[config.mk]
export PLATFORM = sky130hd
export DESIGN_NAME = pcm_cfg_sequencer
export DESIGN_NICKNAME = d
export VERILOG_FILES = /design/src/rtl/pcm_cfg_sequencer.sv
export SDC_FILE = /design/constraint.sdc
export NUM_CORES = 1
export LEC_CHECK = 0
export ABC_AREA = 1
export CORE_MARGIN = 2
export CORE_UTILIZATION = 55
export CTS_CLUSTER_SIZE = 25
export DETAILED_ROUTE_END_ITERATION = 12
export HOLD_SLACK_MARGIN = 0.1
export PLACE_DENSITY = 0.79
export SLEW_MARGIN = 15
export SYNTH_ARGS = -nofsm -noshare
export SYNTH_HDL_FRONTEND = slang
export SYNTH_SLANG_ARGS = --single-unit
[constraint.sdc]
create_clock -name clk -period 2.3 [get_ports clk]
set_input_delay 0.46 -clock clk [delete_from_list [all_inputs] [get_ports clk]]
set_output_delay 0.46 -clock clk [all_outputs]
set_load 0.03 [all_outputs]
[src/rtl/pcm_cfg_sequencer.sv]
// PCM decoder control-word sequencer: applies a requested word on a symbol
// boundary, then holds the output FIFO in reset while decoder history refills.
//
// Ports:
//   clk, rs_n    clock / async active-low reset
//   symb_clk_en  one-clk symbol strobe from bit sync
//   cfg_wr       one-clk pulse, cfg_din holds a new requested word
//   cfg_din      requested control word
//   cfg_active   control word driving the decoder datapath
//   fifo_rs_out  decoder output FIFO reset (software bit0 or sequence flush)
//   data_valid   decoder output trusted
//   busy         sequencer not idle
//   done         one-clk pulse when a sequence completes into IDLE
//   timeout      sticky watchdog flag, cleared by a new request from IDLE
//   state_o      current state (IDLE=0, WAIT_SYM=1, APPLY=2, FLUSH=3)
module pcm_cfg_sequencer #(
    parameter int unsigned      CFG_W         = 13,
    parameter logic [CFG_W-1:0] RESET_CFG     = '0,
    parameter int unsigned      FLUSH_SYMBOLS = 16,
    parameter int unsigned      WATCHDOG_CLKS = 4096
) (
    input  logic             clk,
    input  logic             rs_n,
    input  logic             symb_clk_en,
    input  logic             cfg_wr,
    input  logic [CFG_W-1:0] cfg_din,
    output logic [CFG_W-1:0] cfg_active,
    output logic             fifo_rs_out,
    output logic             data_valid,
    output logic             busy,
    output logic             done,
    output logic             timeout,
    output logic [1:0]       state_o
);

    typedef enum logic [1:0] {
        IDLE     = 2'd0,
        WAIT_SYM = 2'd1,
        APPLY    = 2'd2,
        FLUSH    = 2'd3
    } state_e;

    localparam logic [15:0] WD_LAST  = 16'(WATCHDOG_CLKS - 1);
    localparam logic [7:0]  SYM_LAST = 8'(FLUSH_SYMBOLS - 1);

    state_e             state_q, state_d;
    logic [CFG_W-1:0]   cfg_active_q, cfg_active_d;
    logic [CFG_W-1:0]   pending_q, pending_d;
    logic [7:0]         sym_cnt_q, sym_cnt_d;
    logic [15:0]        wd_cnt_q, wd_cnt_d;
    logic               restart_q, restart_d;
    logic               timeout_q, timeout_d;
    logic               done_q, done_d;
    logic               valid_q, valid_d;
    logic               busy_q, busy_d;
    logic               fifo_rs_q, fifo_rs_d;

    logic [15:0]        wd_inc;
    logic [7:0]         sym_inc;
    logic               wd_hit;
    logic               flush_exit;

    // Counters saturate rather than wrap.
    assign wd_inc  = (wd_cnt_q == 16'hFFFF) ? wd_cnt_q : wd_cnt_q + 16'd1;
    assign sym_inc = (sym_cnt_q == 8'hFF) ? sym_cnt_q : sym_cnt_q + 8'd1;
    assign wd_hit  = (wd_cnt_q == WD_LAST);

    always_comb begin
        state_d      = state_q;
        cfg_active_d = cfg_active_q;
        pending_d    = pending_q;
        sym_cnt_d    = sym_cnt_q;
        wd_cnt_d     = wd_cnt_q;
        restart_d    = restart_q;
        timeout_d    = timeout_q;
        done_d       = 1'b0;
        flush_exit   = 1'b0;

        unique case (state_q)
            IDLE: begin
                if (cfg_wr) begin
                    pending_d = cfg_din;
                    timeout_d = 1'b0;
                    wd_cnt_d  = '0;
                    state_d   = WAIT_SYM;
                end
            end
            WAIT_SYM: begin
                // Newest word wins; still a single apply.
                if (cfg_wr) pending_d = cfg_din;
                if (symb_clk_en) begin
                    state_d = APPLY;
                end else if (wd_hit) begin
                    state_d   = APPLY;
                    timeout_d = 1'b1;
                end else begin
                    wd_cnt_d = wd_inc;
                end
            end
            APPLY: begin
                // Applies the pre-latch pending; a write here forces a rerun.
                cfg_active_d = pending_q;
                sym_cnt_d    = '0;
                wd_cnt_d     = '0;
                restart_d    = cfg_wr;
                if (cfg_wr) pending_d = cfg_din;
                state_d = FLUSH;
            end
            FLUSH: begin
                if (cfg_wr) begin
                    pending_d = cfg_din;
                    restart_d = 1'b1;
                end
                if (symb_clk_en) begin
                    sym_cnt_d  = sym_inc;
                    wd_cnt_d   = '0;
                    flush_exit = (sym_cnt_q == SYM_LAST);
                end else begin
                    wd_cnt_d = wd_inc;
                    if (wd_hit) begin
                        flush_exit = 1'b1;
                        timeout_d  = 1'b1;
                    end
                end
                if (flush_exit) begin
                    if (restart_q || cfg_wr) begin
                        state_d  = WAIT_SYM;
                        wd_cnt_d = '0;
                    end else begin
                        state_d = IDLE;
                        done_d  = 1'b1;
                    end
                end
            end
            default: state_d = IDLE;
        endcase

        valid_d   = (state_d == IDLE);
        busy_d    = (state_d != IDLE);
        fifo_rs_d = cfg_active_d[0] | (state_d == APPLY) | (state_d == FLUSH);
    end

    always_ff @(posedge clk or negedge rs_n) begin
        if (!rs_n) begin
            state_q      <= IDLE;
            cfg_active_q <= RESET_CFG;
            pending_q    <= RESET_CFG;
            sym_cnt_q    <= '0;
            wd_cnt_q     <= '0;
            restart_q    <= 1'b0;
            timeout_q    <= 1'b0;
            done_q       <= 1'b0;
            valid_q      <= 1'b1;
            busy_q       <= 1'b0;
            fifo_rs_q    <= RESET_CFG[0];
        end else begin
            state_q      <= state_d;
            cfg_active_q <= cfg_active_d;
            pending_q    <= pending_d;
            sym_cnt_q    <= sym_cnt_d;
            wd_cnt_q     <= wd_cnt_d;
            restart_q    <= restart_d;
            timeout_q    <= timeout_d;
            done_q       <= done_d;
            valid_q      <= valid_d;
            busy_q       <= busy_d;
            fifo_rs_q    <= fifo_rs_d;
        end
    end

    assign cfg_active  = cfg_active_q;
    assign fifo_rs_out = fifo_rs_q;
    assign data_valid  = valid_q;
    assign busy        = busy_q;
    assign done        = done_q;
    assign timeout     = timeout_q;
    assign state_o     = state_q;

endmodule
# Word level (Yosys, flattened, before mapping)
# Cells that the tools add are included.
[word_totals]
reg_bits = 58
in_bits = 17
word_cells = 78
[classes]
n_addsub = 2
eq_ne = 18
muxes = 32
bitwise = 2
n_reduce_logical = 12
[op_table]
columns = ["operator", "n"]
rows = [
  ["16-bit two-way mux", 7],
  ["16-bit one-hot mux with 4 select lines", 1],
  ["13-bit two-way mux", 2],
  ["16-bit by 1-bit adder with 16-bit output (second input constant)", 1],
  ["16-bit by 12-bit == test with 1-bit output (second input constant)", 1],
  ["16-bit == test (second input constant)", 1],
  ["8-bit two-way mux", 2],
  ["8-bit one-hot mux with 2 select lines", 1],
  ["2-bit inequality test (second input constant)", 7],
  ["1-bit two-way mux", 12],
  ["8-bit by 1-bit adder with 8-bit output (second input constant)", 1],
  ["2-bit == test (second input constant)", 4],
  ["8-bit by 4-bit == test with 1-bit output (second input constant)", 1],
  ["8-bit == test (second input constant)", 1],
  ["2-bit two-way mux", 4],
  ["2-bit one-hot mux with 4 select lines", 1],
  ["3-bit AND reduction", 2],
  ["2-bit nonzero test", 3],
  ["2-bit logical NOT", 2],
  ["2-bit by 1-bit inequality test with 1-bit output (second input constant)", 2],
  ["1-bit one-hot mux with 2 select lines", 2],
  ["4-bit AND reduction", 1],
  ["4-bit OR reduction", 1],
  ["2-bit by 1-bit == test with 1-bit output (second input constant)", 1],
  ["other kinds (4)", 5],
]

# Logic depth before layout (Yosys ltp)
# Gate-level depths: netlist of the first run.
[depth]
ltp_word = 9
ltp_mapped = 12
depth_no_buf = 12

# Worst setup path before layout of the first run
# No wires, ideal clock.
[synth_path]
path_type = "reg2reg"
from = "register wd_cnt_q[0]"
to = "register wd_cnt_q[4]"
setup_time_ps = 120
t_arrival_ps = 1596
t_required_ps = 2180
path_slack_ps = 584
path_stages_with_launch = 13
cell_sequence = "dfrtp_1 -> ha_1 -> nand2_1 -> nor2_2 -> nand2_4 -> inv_4 -> nand2_2 -> nand2_4 -> a21oi_4 -> inv_4 -> buf_6 -> nand2_1 -> o21ai_2"
[synth_via]
elab_chain_cells = 6
[synth_lines]
columns = ["element", "line", "rtl"]
rows = [
  ["from (decl)", "50", "logic [15:0] wd_cnt_q, wd_cnt_d;"],
  ["from (signal assigned)", "161", "wd_cnt_q <= wd_cnt_d;"],
  ["16-bit by 1-bit adder with 16-bit output, or another cell as far along", "64", "assign wd_inc = (wd_cnt_q == 16'hFFFF) ? wd_cnt_q : wd_cnt_q + 16'd1;"],
  ["16-bit two-way mux or 1-bit two-way mux (tied branches)", "64, 120", ""],
  ["16-bit two-way mux or 1-bit two-way mux (tied branches)", "114", "if (symb_clk_en) begin"],
  ["16-bit two-way mux or 1-bit two-way mux (tied branches)", "126, 79", ""],
  ["16-bit two-way mux", "125", "if (flush_exit) begin"],
  ["16-bit one-hot mux with 4 select lines", "79", "unique case (state_q)"],
]
# Several ways; a longest one is shown, not always the timed one. The select of a mux whose other input is x is not followed.
# A chain may end at the register's enable or synchronous reset.

# Worst setup path in the final report of the first run
[layout_path]
from = "register state_q[0] (netlist: state_o[0])"
to = "output state_o[0]"
[layout_lines]
columns = ["element", "line", "rtl"]
rows = [
  ["from (decl)", "46", "state_e state_q, state_d;"],
  ["from (signal assigned)", "157", "state_q <= state_d;"],
  ["to (decl)", "33", "output logic [1:0] state_o"],
]
# No word-level cell between the ends.

==> results of run 1 <==
## power by group
part	switching (mW)	leakage [nW]	internal, mW
clock network	0.420	0.0933	0.499
registers	0.188	0.737	1.25
logic	0.912	0.923	0.485
## stage by stage
stage                     hold WS [ns]    util
after floorplan                 0.1644       -
after global placement          0.4539  0.6601
after detailed placement        0.4702  0.6601
after CTS                       0.1241  0.6964
after global routing            0.1546  0.6964
final                           0.1115  0.6964
## routing by layer
metal / GRT usage / part of all wire
met1: 0.3184 / 0.48
met2: 0.3759 / 0.45
met3: 0.05000 / 0.045
met4: 0.1089 / 0.023
met5: 0 / 0
## state kept, by name, summed over array words and instances (netlist names)
name	cells
sym_cnt_q	8
data_valid	1
cfg_active	13
fifo_rs_out	1
pending_q	13
state_o	2
busy	1
wd_cnt_q	16
timeout	1
done	1
restart_q	1
## kinds of logic after synthesis
group	Yosys count
xor+xnor	8
compound gates	48
fa+ha+maj	2
buf+inv	63
flops	58
simple gates	203
## cell type report
type	instances	area share
well taps	70	0.02431
clock buffers	11	0.03647
clock inverters	5	0.01563
repair buffers	39	0.1049
inverters	55	0.05870
flip-flops and latches	58	0.4033
multi-input cells	261	0.3567
## cells in the final DEF (no fill, tap or decap), drive strengths merged
cell type	instances
inv	55
a21oi	1
o31ai	1
xor2	7
and2	1
xnor2	1
clkinv	3
nand2	114
clkdlybuf4s50	35
nand4	5
or2	3
nand3b	1
ha	2
nor2	37
o21a	1
bufinv	1
o211ai	4
dfstp	1
clkinvlp	1
clkbuf	11
buf	4
and3	1
o21ai	41
nand3	33
dfrtp	57
nor3	8
## path summary, 6_finish.rpt
kind / end / slack, ns
worst max-delay path: state_o[0] / 0.18
worst min-delay path: sym_cnt_q[4]$_DFFE_PN0P_ / 0.11
worst max register to register: wd_cnt_q[6]$_DFFE_PN0P_ / 0.42
worst min register to register: pending_q[0]$_DFFE_PN0P_ / 0.49
max in group asynchronous: wd_cnt_q[0]$_DFFE_PN0P_ / 1.50
min in group clk: pending_q[0]$_DFFE_PN0P_ / 0.49
==> flow_summary.toml, run 1 <==
[status]
status = "complete, no violations"

[grt]
grt_pass1_wl_um = 11160
grt_overflow = 0
grtUsageTotal = 0.2389
antenna_found_initial = 0
grt_max_degree = 27
grt_pass1_vias = 2422

[job]
cap_violations = 0

[floorplanning]
dieArea_um2 = 6040
start_util = 0.5779
fp.dieW_um = 77.72
rows = 26
core_um2 = 5172
io_pins = 37
die_y_um = 77.72

[drt]
ant_nets = 0
drtPass1Iterations = 4
drt_wl_total_um = 6318
drt-initial-drc-count = 186
avgViaCountPerCell = 4.978
vias = 2484
drc = 0
avgRoutedWirePerCell_um = 12.66

[power]
p_leak_nw = 1.753
ir_worst_vdd_mv = 0.7004
powerDensity_nw_per_um2 = 1041
power_mw = 3.750

[clock_tree]
clock_path_buffers = 2
tritoncts = "built"
cts_max_level = 3
cts_buffers = 9
ctsHoldBuffers = 0
clk_pin_slew_ns = 0.07
cts-resized-gates = 0
cts_sinks = 58
cts_root_buf = "clkbuf_8"
clock_latency_ns = 0.34
post_cts_buffers = 0

[synthesis]
yosys.area_share.simple = 0.3051
syn-num-nets = 401
synth_top_area_frac = 0.4772
yosysMostFrequentCell = "nand2_1"
ys_seq_area_frac = 0.4860
yosysWarnings = 0
synth_flop_cell = "dfrtp_1"
synth_area_leader_cell = "dfrtp_1"
synth_common_cells = "nand2_1 (108), dfrtp_1 (57), inv_1 (46)"
synthXorXnorAreaFrac = 0.02344
synth_edf_count = 0
synth_top_family_by_area = "simple AND/OR/NAND/NOR gates"
synth-async-reset-ratio = 1.000
synthTopCellsByArea = "dfrtp_1 (48%), nand2_1 (14%), inv_1 (5.8%)"
synth_area_um2 = 2989
muxShareOfSynthArea = 0
ys_seq_elements = 58
synth.avg_cell_area_um2 = 7.825
netlist_instances = 382
yosysUniqueCellTypes = 33
synth_fa_ha_area_frac = 0.008372
synth-compound-area-share = 0.09293

[critical_path]
critPathMaxStageDelay_ns = 0.75
cp.buffers_inverters = 1
r2r_start = "wd_cnt_q[0]$_DFFE_PN0P_"
cp-start-kind = "flip-flop"
r2r_cells = 11
crit_cells = 1
cp_max_fo = 12
path_class = "flip-flop to output port"
end_kind = "output port"
worstPathRequired_ns = 1.84
startpoint = "state_o[0]$_DFF_PN0_"
crit_slowest_cell = "clkdlybuf4s50_1"
crit_family = "buffers and inverters"
crit_chain = "clkdlybuf4s50_1"
cp.arrival_ns = 1.66

[cells_and_area]
area_growth_pct = 20.51
fillerInstances = 428
drive_gt1_frac = 0.1119
final_area_um2 = 3602
layout.nets = 443
n_antenna_cell = 0
seq_area_um2 = 1453
multiInputGateArea_um2 = 1285
final_cells = 499

[timing]
hold_viol = 0
setup_viol = 0
period_minus_slack_ns = 2.120
setup_ws_ns = 0.1800
drv_slew = 0
clock_skew_ns = 0.008551
tightest_slew_ns = 0.5762
finalCritPeriodShare = 0.9217
relSlewSlack = 0.6159
rsz0062_at_grt = "false"
fmax_ghz = 0.4717
setup_tns_ns = 0

[placed_design]
portBuffers = 36
gp_congestion = 0.8976
dp_hpwl_um = 4615
pre_cts_ws_ns = 0.3399
placed_area_um2 = 3415
numPlacedInstances = 483

[worst_hold_path]
hp-class = "primary input to asynchronous set/reset pin"
(Power assumes the default switching activity.)
==> run 2: changes to the inputs <==
- MAX_ROUTING_LAYER: default -> met4
- PLACE_DENSITY: 0.79 -> 0.85
==> run 2 against run 1 <==
First-iteration DRC count rose by 30%. Largest power group is now combinational cells. Design area up 0.38%. Non-clock buffer count rose by 2. Die area unchanged.
==> flow_summary.toml, run 2 (synthesis gave the netlist of run 1 again) <==
[cells_and_area]
drive_gt1_frac = 0.1160
fillerInstances = 372
largest-register = "wd_cnt_q"
largest_register_ffs = 16
layout.nets = 445
layout_commonest_cell = "nand2_1"
final_cell_mix = "nand2_1 (108), dfrtp_1 (57), inv_1 (46), clkdlybuf4s50_1 (35), nor2_1 (34)"
n_antenna_cell = 0
area_growth_pct = 20.97

[clock_tree]
clock_latency_ns = 0.34
cts-resized-gates = 0
tritoncts = "built"
cts_max_level = 3
clk_pin_slew_ns = 0.06
cts_buffers = 9
cts_sinks = 58
ctsHoldBuffers = 1
cts_root_buf = "clkbuf_8"
post_cts_buffers = 0
clock_path_buffers = 2

[critical_path]
end_kind = "output port"
reg2reg_slack_ns = 0.41
crit_slowest_cell = "clkdlybuf4s50_1"
crit_chain = "clkdlybuf4s50_1"
cp.arrival_ns = 1.54
startpoint = "state_o[1]$_DFF_PN0_"
r2r_cells = 11
crit_cells = 1
critPathMaxStageDelay_ns = 0.72
regToRegEndpoint = "wd_cnt_q[1]$_DFFE_PN0P_"
r2r_start = "wd_cnt_q[0]$_DFFE_PN0P_"
path_class = "flip-flop to output port"
cp_max_fo = 6
cp-start-kind = "flip-flop"
crit_family = "buffers and inverters"
worstPathRequired_ns = 1.84
crit_end = "state_o[1]"
cp.buffers_inverters = 1

[floorplanning]
fp.dieW_um = 77.72
start_util = 0.5779
rows = 26
core_um2 = 5172
dieArea_um2 = 6040
die_y_um = 77.72
io_pins = 37

[job]
cap_violations = 0

[status]
status = "complete, no violations"

[placed_design]
gp_congestion = 0.8862
dp_hpwl_um = 4712
portBuffers = 36

[timing]
tightest_slew_ns = 0.3782
hold_viol = 0
relSlewSlack = 0.7475
rsz0062_at_grt = "false"
setup_tns_ns = 0
clock_skew_ns = 0.01091
holdWs_ns = 0.4913
setup_viol = 0
period_minus_slack_ns = 1.999
fmax_ghz = 0.5003
drv_slew = 0
finalCritPeriodShare = 0.8691

[power]
p_leak_nw = 1.758
powerDensity_nw_per_um2 = 1019
ir_worst_vdd_mv = 0.8362

[grt]
antenna_found_initial = 0
grt_pass1_vias = 2507
use_met1 = 0.3104
grt_use_met2 = 0.3922
grt_pass1_wl_um = 11380
grtUsageMet3 = 0.05116
grt_max_degree = 45
grtUsageTotal = 0.2493
grt_overflow = 0
busiest_layer = "met2"

[worst_hold_path]
hp-class = "flip-flop to flip-flop"

[drt]
drt-initial-drc-count = 242
avgViaCountPerCell = 5.222
ant_nets = 0
vias = 2616
drt_wl_total_um = 6614
drtPass1Iterations = 5
avgRoutedWirePerCell_um = 13.20
drc = 0
==> run 2: cell type report <==
type / instances / area, µm² / share of cell area
multi-input cells: 261 / 1285 / 0.3554
flip-flops and latches: 58 / 1453 / 0.4017
clock buffers: 11 / 141.4 / 0.03910
clock inverters: 5 / 30.03 / 0.008304
inverters: 55 / 211.5 / 0.05848
well taps: 70 / 87.58 / 0.02422
repair buffers: 41 / 407.9 / 0.1128
==> run 2: power breakdown <==
group | internal (mW) | switching [mW] | leakage (nW)
Clock | 0.414 | 0.404 | 0.0851
Sequential | 1.25 | 0.163 | 0.737
Combinational | 0.501 | 0.956 | 0.936
Total | 2.16 | 1.52 | 1.76
==> run 2: worst min-delay path by stage <==
stage / startpoint / to / cells past startpoint
finish: cfg_active[12]$_DFFE_PN0P_ / cfg_active[12]$_DFFE_PN0P_ / 2
global route: pending_q[0]$_DFFE_PN0P_ / pending_q[0]$_DFFE_PN0P_ / 2
CTS: pending_q[0]$_DFFE_PN0P_ / pending_q[0]$_DFFE_PN0P_ / 2
detailed placement: rs_n / sym_cnt_q[6]$_DFFE_PN0P_ / 1
global placement: rs_n / sym_cnt_q[6]$_DFFE_PN0P_ / 1
floorplan: rs_n / busy$_DFF_PN0_ / 0
==> run 2: through the flow <==
stage	std cells	power [mW]	setup WS (ns)	cell area (µm²)	utilization
detailed placement	484	2.858	0.3913	3435	0.6640
CTS	501	3.701	0.2868	3616	0.6991
global route	501	3.905	0.2726	3616	0.6991
floorplan	382	2.328	0.5842	2989	-
global placement	484	2.823	0.4123	3435	0.6640
finish	501	3.684	0.3012	3616	0.6991
==> run 2: layer usage <==
layer,up-vias,wire length [µm]
li1,1291,-
met1,1218,2822
met2,91,3242
met3,16,400
met4,0,148
met5,-,0
==> run 2: worst register-to-register path, delay by kind of cell, from the launching register on <==
kind                     cells  cell delay, ns
buffers and inverters        2            0.15
adder cells (fa/ha/maj)      1            0.25
AND/OR/NAND/NOR              7            0.64
AO/OA/AOI/OAI                1            0.29
flip-flops                   1            0.44
